**config.mk**
```make
export PLATFORM = sky130hd
export DESIGN_NAME = alu_uart_interface
export DESIGN_NICKNAME = d
export VERILOG_FILES = /design/src/rtl/alu_pkg.sv /design/src/rtl/alu_uart_interface.sv
export SDC_FILE = /design/constraint.sdc
export NUM_CORES = 1
export LEC_CHECK = 0
export BUFFER_PORTS_ARGS = -buffer_cell sky130_fd_sc_hd__buf_2
export CORE_ASPECT_RATIO = 1.2
export CORE_UTILIZATION = 50
export CTS_BUF_LIST = sky130_fd_sc_hd__clkbuf_8 sky130_fd_sc_hd__clkbuf_16
export DETAILED_ROUTE_END_ITERATION = 7
export GPL_TIMING_DRIVEN = 0
export PLACE_DENSITY = 0.81
export SKIP_CTS_REPAIR_TIMING = 1
export SYNTH_ARGS = -nofsm -noshare
export SYNTH_HDL_FRONTEND = slang
export SYNTH_SLANG_ARGS = --single-unit
```
**constraint.sdc**
```tcl
create_clock -name i_clk -period 2.9 [get_ports i_clk]
set_clock_uncertainty 0.1 [all_clocks]
set_input_delay 0 -clock i_clk [delete_from_list [all_inputs] [get_ports i_clk]]
set_output_delay 0 -clock i_clk [all_outputs]
set_load 0.01 [all_outputs]
```
**src/rtl/alu_pkg.sv**
```systemverilog
// Shared definitions for the ALU and its UART byte-stream front end:
// opcode values, default widths and the front-end FSM state encoding.
package alu_pkg;

  localparam int NB_DATA_DEFAULT = 8;
  localparam int NB_OP_DEFAULT   = 6;

  localparam logic [5:0] OP_ADD = 6'b100000;
  localparam logic [5:0] OP_SUB = 6'b100010;
  localparam logic [5:0] OP_AND = 6'b100100;
  localparam logic [5:0] OP_OR  = 6'b100101;
  localparam logic [5:0] OP_XOR = 6'b100110;
  localparam logic [5:0] OP_NOR = 6'b100111;
  localparam logic [5:0] OP_SRL = 6'b000010;
  localparam logic [5:0] OP_SRA = 6'b000011;

  typedef enum logic [2:0] {
    ST_WAIT_A  = 3'd0,
    ST_WAIT_B  = 3'd1,
    ST_WAIT_OP = 3'd2,
    ST_EXEC    = 3'd3,
    ST_SEND    = 3'd4,
    ST_WAIT_TX = 3'd5
  } state_t;

endpackage

```
**src/rtl/alu_uart_interface.sv**
```systemverilog
// Collects A, B and opcode bytes from uart_rx, presents them to the ALU,
// then latches the ALU result and hands it to uart_tx with a start/done handshake.
module alu_uart_interface
  import alu_pkg::*;
#(
  parameter int NB_DATA = NB_DATA_DEFAULT,
  parameter int NB_OP   = NB_OP_DEFAULT
) (
  input  logic               i_clk,
  input  logic               i_reset,
  input  logic [NB_DATA-1:0] i_rx_data,
  input  logic               i_rx_done,
  input  logic [NB_DATA-1:0] i_alu_result,
  input  logic               i_tx_done,
  output logic [NB_DATA-1:0] o_data_a,
  output logic [NB_DATA-1:0] o_data_b,
  output logic [NB_OP-1:0]   o_op,
  output logic [NB_DATA-1:0] o_tx_data,
  output logic               o_tx_start,
  output logic               o_busy,
  output logic               o_op_err
);

  state_t             state_q, state_d;
  logic [NB_DATA-1:0] data_a_q, data_a_d;
  logic [NB_DATA-1:0] data_b_q, data_b_d;
  logic [NB_OP-1:0]   op_q, op_d;
  logic [NB_DATA-1:0] tx_data_q, tx_data_d;
  logic               tx_start_q, tx_start_d;
  logic               op_err_q, op_err_d;

  logic [NB_OP-1:0]   op_byte;
  logic               op_valid;

  assign op_byte = i_rx_data[NB_OP-1:0];

  always_comb begin
    op_valid = 1'b0;
    case (op_byte)
      OP_ADD, OP_SUB, OP_AND, OP_OR,
      OP_XOR, OP_NOR, OP_SRL, OP_SRA: op_valid = 1'b1;
      default:                        op_valid = 1'b0;
    endcase
  end

  always_comb begin
    state_d    = state_q;
    data_a_d   = data_a_q;
    data_b_d   = data_b_q;
    op_d       = op_q;
    tx_data_d  = tx_data_q;
    tx_start_d = 1'b0;
    op_err_d   = op_err_q;
    case (state_q)
      ST_WAIT_A: begin
        if (i_rx_done) begin
          data_a_d = i_rx_data;
          state_d  = ST_WAIT_B;
        end
      end
      ST_WAIT_B: begin
        if (i_rx_done) begin
          data_b_d = i_rx_data;
          state_d  = ST_WAIT_OP;
        end
      end
      ST_WAIT_OP: begin
        if (i_rx_done) begin
          op_d = op_byte;
          if (op_valid) begin
            op_err_d = 1'b0;
            state_d  = ST_EXEC;
          end else begin
            op_err_d = 1'b1;
            state_d  = ST_WAIT_A;
          end
        end
      end
      ST_EXEC: begin
        // ALU inputs have been stable for a full cycle; result is settled.
        tx_data_d  = i_alu_result;
        tx_start_d = 1'b1;
        state_d    = ST_SEND;
      end
      ST_SEND: state_d = ST_WAIT_TX;
      ST_WAIT_TX: begin
        if (i_tx_done) state_d = ST_WAIT_A;
      end
      default: state_d = ST_WAIT_A;
    endcase
  end

  always_ff @(posedge i_clk) begin
    if (i_reset) begin
      state_q    <= ST_WAIT_A;
      data_a_q   <= '0;
      data_b_q   <= '0;
      op_q       <= '0;
      tx_data_q  <= '0;
      tx_start_q <= 1'b0;
      op_err_q   <= 1'b0;
    end else begin
      state_q    <= state_d;
      data_a_q   <= data_a_d;
      data_b_q   <= data_b_d;
      op_q       <= op_d;
      tx_data_q  <= tx_data_d;
      tx_start_q <= tx_start_d;
      op_err_q   <= op_err_d;
    end
  end

  assign o_data_a   = data_a_q;
  assign o_data_b   = data_b_q;
  assign o_op       = op_q;
  assign o_tx_data  = tx_data_q;
  assign o_tx_start = tx_start_q;
  assign o_op_err   = op_err_q;
  assign o_busy     = (state_q == ST_EXEC) || (state_q == ST_SEND) || (state_q == ST_WAIT_TX);

endmodule

```
After elaboration in Yosys (flattened, before gate mapping)
Cells that the tools add are included.
- flip-flop bits (word level): 35
- output and inout bits: 33
- logic and storage cells: 41
- eq/ne operators: 17
- mux-type cells: 9
- reductions and logical operators: 8
- operators with widths (operator ; count):
    equality test 6 bit (second input constant) ; 6
    one-hot mux 3 bit (6 select lines) ; 1
    equality test 6 x 2 -> 1 bit (second input constant) ; 2
    2-to-1 mux 3 bit ; 4
    != test 2 bit (second input constant) ; 4
    OR reduction 8 bit ; 1
    equality test 3 x 2 -> 1 bit (second input constant) ; 2
    equality test 3 bit (second input constant) ; 2
    AND reduction 2 bit ; 3
    AND reduction 4 bit ; 1
    equality test 3 x 1 -> 1 bit (second input constant) ; 1
    logical NOT 3 bit ; 1
    2-to-1 mux 1 bit ; 3
    logical OR 1 bit ; 2
    2-to-1 mux 2 bit ; 1

Logic depth before layout (Yosys ltp)
Gate-level depths: netlist of run 1.
- depth after elaboration: 6
- gate-level depth with buffers: 5
- gate-level depth less buffers: 3

Worst setup path after synthesis of run 1
No wires, ideal clock.
- kind: register -> register
- from: register state_q[2]
- to: register data_b_q[0], in the netlist o_data_b[0]
- data arrival time: 1.087 ns
- required time: 2.672 ns
- path slack: 1.585 ns
- cell stages (with the launch flop): 6
- path buffers: 2
- clock period less this slack: 1.315 ns
- cell sequence: dfxtp_1 buf_2 and4bb_1 buf_4 mux2i_1 nor2_1
- cells in the longest elaborated chain, start to end: 2
- ends and longest elaborated chain (what ; line ; text):
    from (decl) ; alu_uart_interface.sv:24 ; state_t state_q, state_d;
    from (signal assigned) ; alu_uart_interface.sv:103 ; state_q <= state_d;
    equality test 3 x 1 -> 1 bit ; alu_uart_interface.sv:54 ; case (state_q)
    AND reduction 2 bit (no source line) ; - ;
    to (signal assigned) ; alu_uart_interface.sv:105 ; data_b_q <= data_b_d;
    to (decl) ; alu_uart_interface.sv:26 ; logic [NB_DATA-1:0] data_b_q, data_b_d;
No other way between the ends.
A chain may end at the register's enable or synchronous reset.

Final worst setup path of run 1
- from: register state_q[2]
- to: output port o_busy
- cells in the longest elaborated chain, start to end: 3
- ends and longest elaborated chain (what ; line ; text):
    equality test 3 x 2 -> 1 bit / equality test 3 bit (equally long branches) ; alu_uart_interface.sv:119 ; assign o_busy = (state_q == ST_EXEC) || (state_q == ST_SEND) || (state_q == ST_WAIT_TX);
    logical OR 1 bit ; alu_uart_interface.sv:119 ;
    logical OR 1 bit (*) ; alu_uart_interface.sv:119 ;
    to (decl) ; alu_uart_interface.sv:20 ; output logic o_busy,
Every way passes the cells marked *; elsewhere a longest branch is shown, timed or not.

==> results.ini, run 1 <==
[cts]
numCtsBuffers=5
clk_path_buf_depth=2
htree_levels=2
clk_latency_ns=0.29
cts_num_sinks=35
clkTransAtPathRegs_ns=0.07
root_buffer=clkbuf_8
cts_tree=built

[power]
power.density_nw_per_um2=605.9
leakagePower_nw=0.9769
peakVddDrop_uv=661.9

[route]
vias=1319
drt_iter0_drc=15
vias_per_cell=5.152
final_antenna_net_count=0
drt-pass1-iter-count=4
drc=0
post_drt_wl_per_cell_um=14.06
wl_mm=3.600

[synth]
synthesis.nets=165
yosysSeqAreaShare=0.5036
synth.top_cell.area_share=0.5036
synthTopCellsByArea=dfxtp_1, mux2i_1, nor2_1
syn_area_sq_um=1391
synth_edf_count=0
syn_avg_cell_area_sq_um=9.595
synth-main-ff-cell=dfxtp_1
synth_top_cell_by_area=dfxtp_1
ys_ff_latch=35
async_flop_share=0
synth_cell_type_count=25
synth_cells=145
yosysWarnings=0

[setup_path]
rrSetupSlack_ns=1.40
crit_fanout=10
cp.required_ns=2.80
timing_worst_setup_path_type=flop to output port
end_kind=output port
critical_path_arrival_ns=1.52
cp-start-kind=flop

[global_routing]
grt_util_all_layers=0.2411
grt_max_degree=12
grt_pass1_vias=1237
grt_pass1_wl_mm=5.250
antenna_found_initial=0
grt_overflow=0

[final_layout]
mostFrequentLayoutCell=buf_2
drive_gt1_frac=0.3004
finish.utilization=0.7782
nets=242
final_cell_mix=buf_2, dfxtp_1, nor2_1
n_antenna_cell=0
area_delta_synth_final_pct=44.15
final_cells=256
finalInstanceArea_sq_um=2006
nFillCells=192

[floorplanning]
rows=20
core_area_sq_um=2577
ios=53
initial_core_util=0.5398
die_h_um=59.79
dieWidth_um=50.16
die_area_sq_um=2999

[sta]
fin_crit_sh=0.5581
setup-violations-final=0
period_minus_slack_ns=1.618
tightest_slew_ns=0.4591
fin_tns_setup_ns=0
max_slew_margin=0.6940
hold_slack_ns=0.03813
report.final.slew_viol_count=0
hold_violations=0
rsz0062_at_grt=false
timing.fmax_mhz=617.9

[flow_run]
drv_cap=0

[placed_design]
dp_cells=230
hpwl_mm=2.334
io_buffers=52
gp_congestion=0.7687
place_area_sq_um=1693

[hold_path]
min_path_type=input port to flop

[outcome]
status=finished clean

-- power by group --
part / switching [mW] / internal (mW)
Sequential: 0.0121 / 0.505
Clock: 0.177 / 0.340
Combinational: 0.0939 / 0.0865
Total: 0.283 / 0.932
-- per-layer routing --
layer	wire length (um)	global-route usage
met4	95	0.1429
met2	1906	0.4133
met3	181	0.07634
met5	0	0
met1	1416	0.2591
-- metrics by stage --
stage | setup WS (ns) | power (mW)
after global placement | 1.494 | 0.6799
after global routing | 1.151 | 1.259
final | 1.282 | 1.215
after detailed placement | 1.418 | 0.6873
after floorplan | 1.585 | 0.6280
after CTS | 1.270 | 1.202
-- layout make-up --
class                           count  area (sq um)  share of cell area
Timing Repair Buffer               70         440.4              0.2196
Clock buffer                        5         68.82             0.03431
Inverter                            2         7.507            0.003743
Tap cell                           33         41.29             0.02059
Buffer                             11         62.56             0.03119
Sequential cell                    35         700.7              0.3493
Clock inverter                      3         63.81             0.03182
Multi-Input combinational cell     97         620.6              0.3094
-- cells in the mapped netlist, types with 2 or more instances --
cell	number
buf_4	5
clkbuf_1	4
a21oi_1	9
mux2i_1	23
nor4b_1	2
dfxtp_1	35
nor2_1	29
o21ai_0	2
inv_1	2
nand2_1	17
and4bb_1	2
buf_2	2
-- worst max-delay path, cell delays in order, from the launching register on --
cell and delay (ns):
dfxtp_1 0.35, buf_2 0.23, nand3b_1 0.17, buf_4 0.22
o21ai_0 0.11, buf_2 0.15
-- state kept, by name, indices dropped and copies added (netlist names) --
signal / count
o_op_err: 1
o_op: 6
o_data_b: 8
o_tx_start: 1
state_q: 3
o_data_a: 8
o_tx_data: 8
-- cells by family (layout without fill, tap and decap cells) --
group | count (synthesis) | count (layout) | synth area share
AO/OA/AOI/OAI | 17 | 17 | 0.07555
AND/OR/NAND/NOR | 56 | 56 | 0.1987
buffers and inverters | 13 | 91 | 0.05036
XOR/XNOR | 1 | 1 | 0.006296
multiplexers | 23 | 23 | 0.1655
flip-flops | 35 | 35 | 0.5036
-- final timing paths --
| kind | from | cells past startpoint | end |
|---|---|---|---|
| min | i_reset | 4 | state_q[1]$_SDFFE_PP0P_ |
| max | state_q[2]$_SDFFE_PP0P_ | 5 | o_busy |
| min reg2reg | o_data_a[1]$_SDFFE_PP0P_ | 2 | o_data_a[1]$_SDFFE_PP0P_ |
| max reg2reg | state_q[2]$_SDFFE_PP0P_ | 5 | o_tx_data[4]$_SDFFE_PP0P_ |
(Power assumes the default switching activity.)
==> run 2: changes to the inputs <==
--- a/config.mk
+++ b/config.mk
@@ -7,11 +7,11 @@
 export LEC_CHECK = 0
 export BUFFER_PORTS_ARGS = -buffer_cell sky130_fd_sc_hd__buf_2
 export CORE_ASPECT_RATIO = 1.2
-export CORE_UTILIZATION = 50
+export CORE_UTILIZATION = 47
 export CTS_BUF_LIST = sky130_fd_sc_hd__clkbuf_8 sky130_fd_sc_hd__clkbuf_16
 export DETAILED_ROUTE_END_ITERATION = 7
 export GPL_TIMING_DRIVEN = 0
-export PLACE_DENSITY = 0.81
+export PLACE_DENSITY = 0.77
 export SKIP_CTS_REPAIR_TIMING = 1
 export SYNTH_ARGS = -nofsm -noshare
 export SYNTH_HDL_FRONTEND = slang
==> constraint.sdc (replaced) <==
create_clock -name i_clk -period 1.7 [get_ports i_clk]
set_clock_uncertainty 0.1 [all_clocks]
set_input_delay 0 -clock i_clk [delete_from_list [all_inputs] [get_ports i_clk]]
set_output_delay 0 -clock i_clk [all_outputs]
set_load 0.01 [all_outputs]
==> results.ini, run 2 (synthesis results as in run 1) <==
[final_layout]
finalInstanceArea_sq_um=1989  ; -0.81%
nFillCells=222  ; +16%
area_delta_synth_final_pct=42.99
drive_gt1_frac=0.3049  ; +0.004484
mostFrequentLayoutCell=buf_2
seq_area_sq_um=700.7  ; unchanged
nets=242  ; unchanged
final_cell_mix=buf_2, dfxtp_1, nor2_1
multi_input_area_sq_um=620.6  ; unchanged
n_antenna_cell=0  ; unchanged

[global_routing]
grt_pass1_vias=1082  ; -13%
grt_util_all_layers=0.2184  ; -0.02267
top_usage_layer=met2
use_met1=0.2515  ; -0.007569
antenna_found_initial=0  ; unchanged
grt_max_degree=13  ; +1
use_met3=0.09136  ; +0.01502
grt_overflow=0  ; unchanged
grt_pass1_wl_mm=4.857  ; -7.5%
gr-usage-met2=0.3432  ; -0.07011

[sta]
hold_violations=0  ; unchanged
max_slew_margin=0.6874  ; -0.006554
fin_crit_sh=0.9296
tightest_slew_ns=0.4689  ; +0.009832 ns
report.final.slew_viol_count=0  ; unchanged
setup-violations-final=0  ; unchanged
period_minus_slack_ns=1.580
fin_tns_setup_ns=0  ; unchanged
rsz0062_at_grt=false
timing.fmax_mhz=632.8

[cts]
root_buffer=clkbuf_8
clkTransAtPathRegs_ns=0.06  ; about the same
clk_latency_ns=0.28  ; about the same
cts_num_sinks=35  ; unchanged
htree_levels=2  ; unchanged
clk_path_buf_depth=2  ; unchanged
cts_tree=built
numCtsBuffers=5  ; unchanged

[route]
vias_per_cell=5.121  ; -0.62%
final_antenna_net_count=0  ; unchanged
post_drt_wl_per_cell_um=13.73  ; -2.4%
drc=0  ; unchanged
drt-pass1-iter-count=4  ; unchanged
wl_mm=3.528  ; -2.0%
vias=1316  ; -0.23%
drt_iter0_drc=41  ; +26

[setup_path]
cp_cell_sequence=clkbuf_4, nand3b_1, buf_4, o21ai_0, buf_2
path_buf_inv=3  ; unchanged
end_kind=output port
critical_path_arrival_ns=1.48  ; -0.04 ns
timing_worst_setup_path_type=flop to output port
crit_path_top_delay_cell=dfxtp_1
rrSetupSlack_ns=0.22  ; -1.18 ns
critPathTopFamily=buffers and inverters
cp-start-kind=flop
crit_fanout=10  ; unchanged
cp.required_ns=1.60  ; -1.20 ns
cpPeakStageDelay_ns=0.34  ; about the same

[floorplanning]
ios=53  ; unchanged
dieWidth_um=51.67  ; +3.0%
core_area_sq_um=2811  ; +9.1%
initial_core_util=0.4949  ; -0.04492
die_area_sq_um=3183  ; +6.1%
die_h_um=61.60  ; +3.0%
rows=21  ; +5.0%

[flow_run]
drv_cap=0  ; unchanged

[power]
peakVddDrop_uv=815.3  ; +23%
power.density_nw_per_um2=972.8  ; +61%
leakagePower_nw=0.9648  ; -1.2%

[placed_design]
hpwl_mm=2.236  ; -4.2%
place_area_sq_um=1694  ; about the same
gp_congestion=0.7387  ; -3.9%
io_buffers=52  ; unchanged

[hold_path]
min_path_type=input port to flop

[outcome]
status=finished clean

## run 2: changes by cell type in the layout (fill, tap and decap cells not counted)
cell / change
buf_2: -1
inv_1: -1
bufinv_16: -1
clkinv_4: +1
clkinv_2: +1
clkbuf_4: +1
## run 2: path summary, 6_finish.rpt
path | startpoint | end | depth (start not counted)
worst max register to register | state_q[2]$_SDFFE_PP0P_ | o_tx_data[5]$_SDFFE_PP0P_ | 5
worst min-delay path | i_reset | state_q[1]$_SDFFE_PP0P_ | 4
worst min register to register | o_data_a[4]$_SDFFE_PP0P_ | o_data_a[4]$_SDFFE_PP0P_ | 2
worst max-delay path | state_q[2]$_SDFFE_PP0P_ | o_busy | 5
## run 2: area by class of cell
type	instances	area share
multi-input combinational	97	0.3119
inverter	2	0.003774
sequential	35	0.3522
buffer	11	0.03270
clock inverter	3	0.02201
clock buffer	5	0.03459
tap	34	0.02138
timing repair buffer	70	0.2214
## run 2: power breakdown
part | internal, mW | switching [mW]
combinational | 0.148 | 0.160
sequential | 0.862 | 0.0208
clock | 0.436 | 0.309
total | 1.45 | 0.489
## run 2: worst register-to-register path, cell delays in order, from the launching register on
cell      delay [ns]
dfxtp_1         0.34
clkbuf_4        0.21
nand3b_1        0.18
buf_4           0.23
mux2i_1         0.24
nor2_1          0.07
## run 2: metal layers
layer	vias up	routed length, um
met4	0	68
met3	8	234
met2	55	1783
met5	-	0
li1	643	-
met1	610	1442
## run 2: stage by stage
step	std cells	hold WS, ns	util	total power, mW	setup slack (ns)
after floorplan	145	0.03303	-	1.071	0.3851
after global placement	231	0.1320	0.6026	1.160	0.2933
after detailed placement	231	0.1390	0.6026	1.172	0.2490
after CTS	239	-0.1656	0.6426	1.921	0.05985
after global routing	257	0.1126	0.7076	2.017	0.01323
final	257	0.05118	0.7076	1.935	0.1197
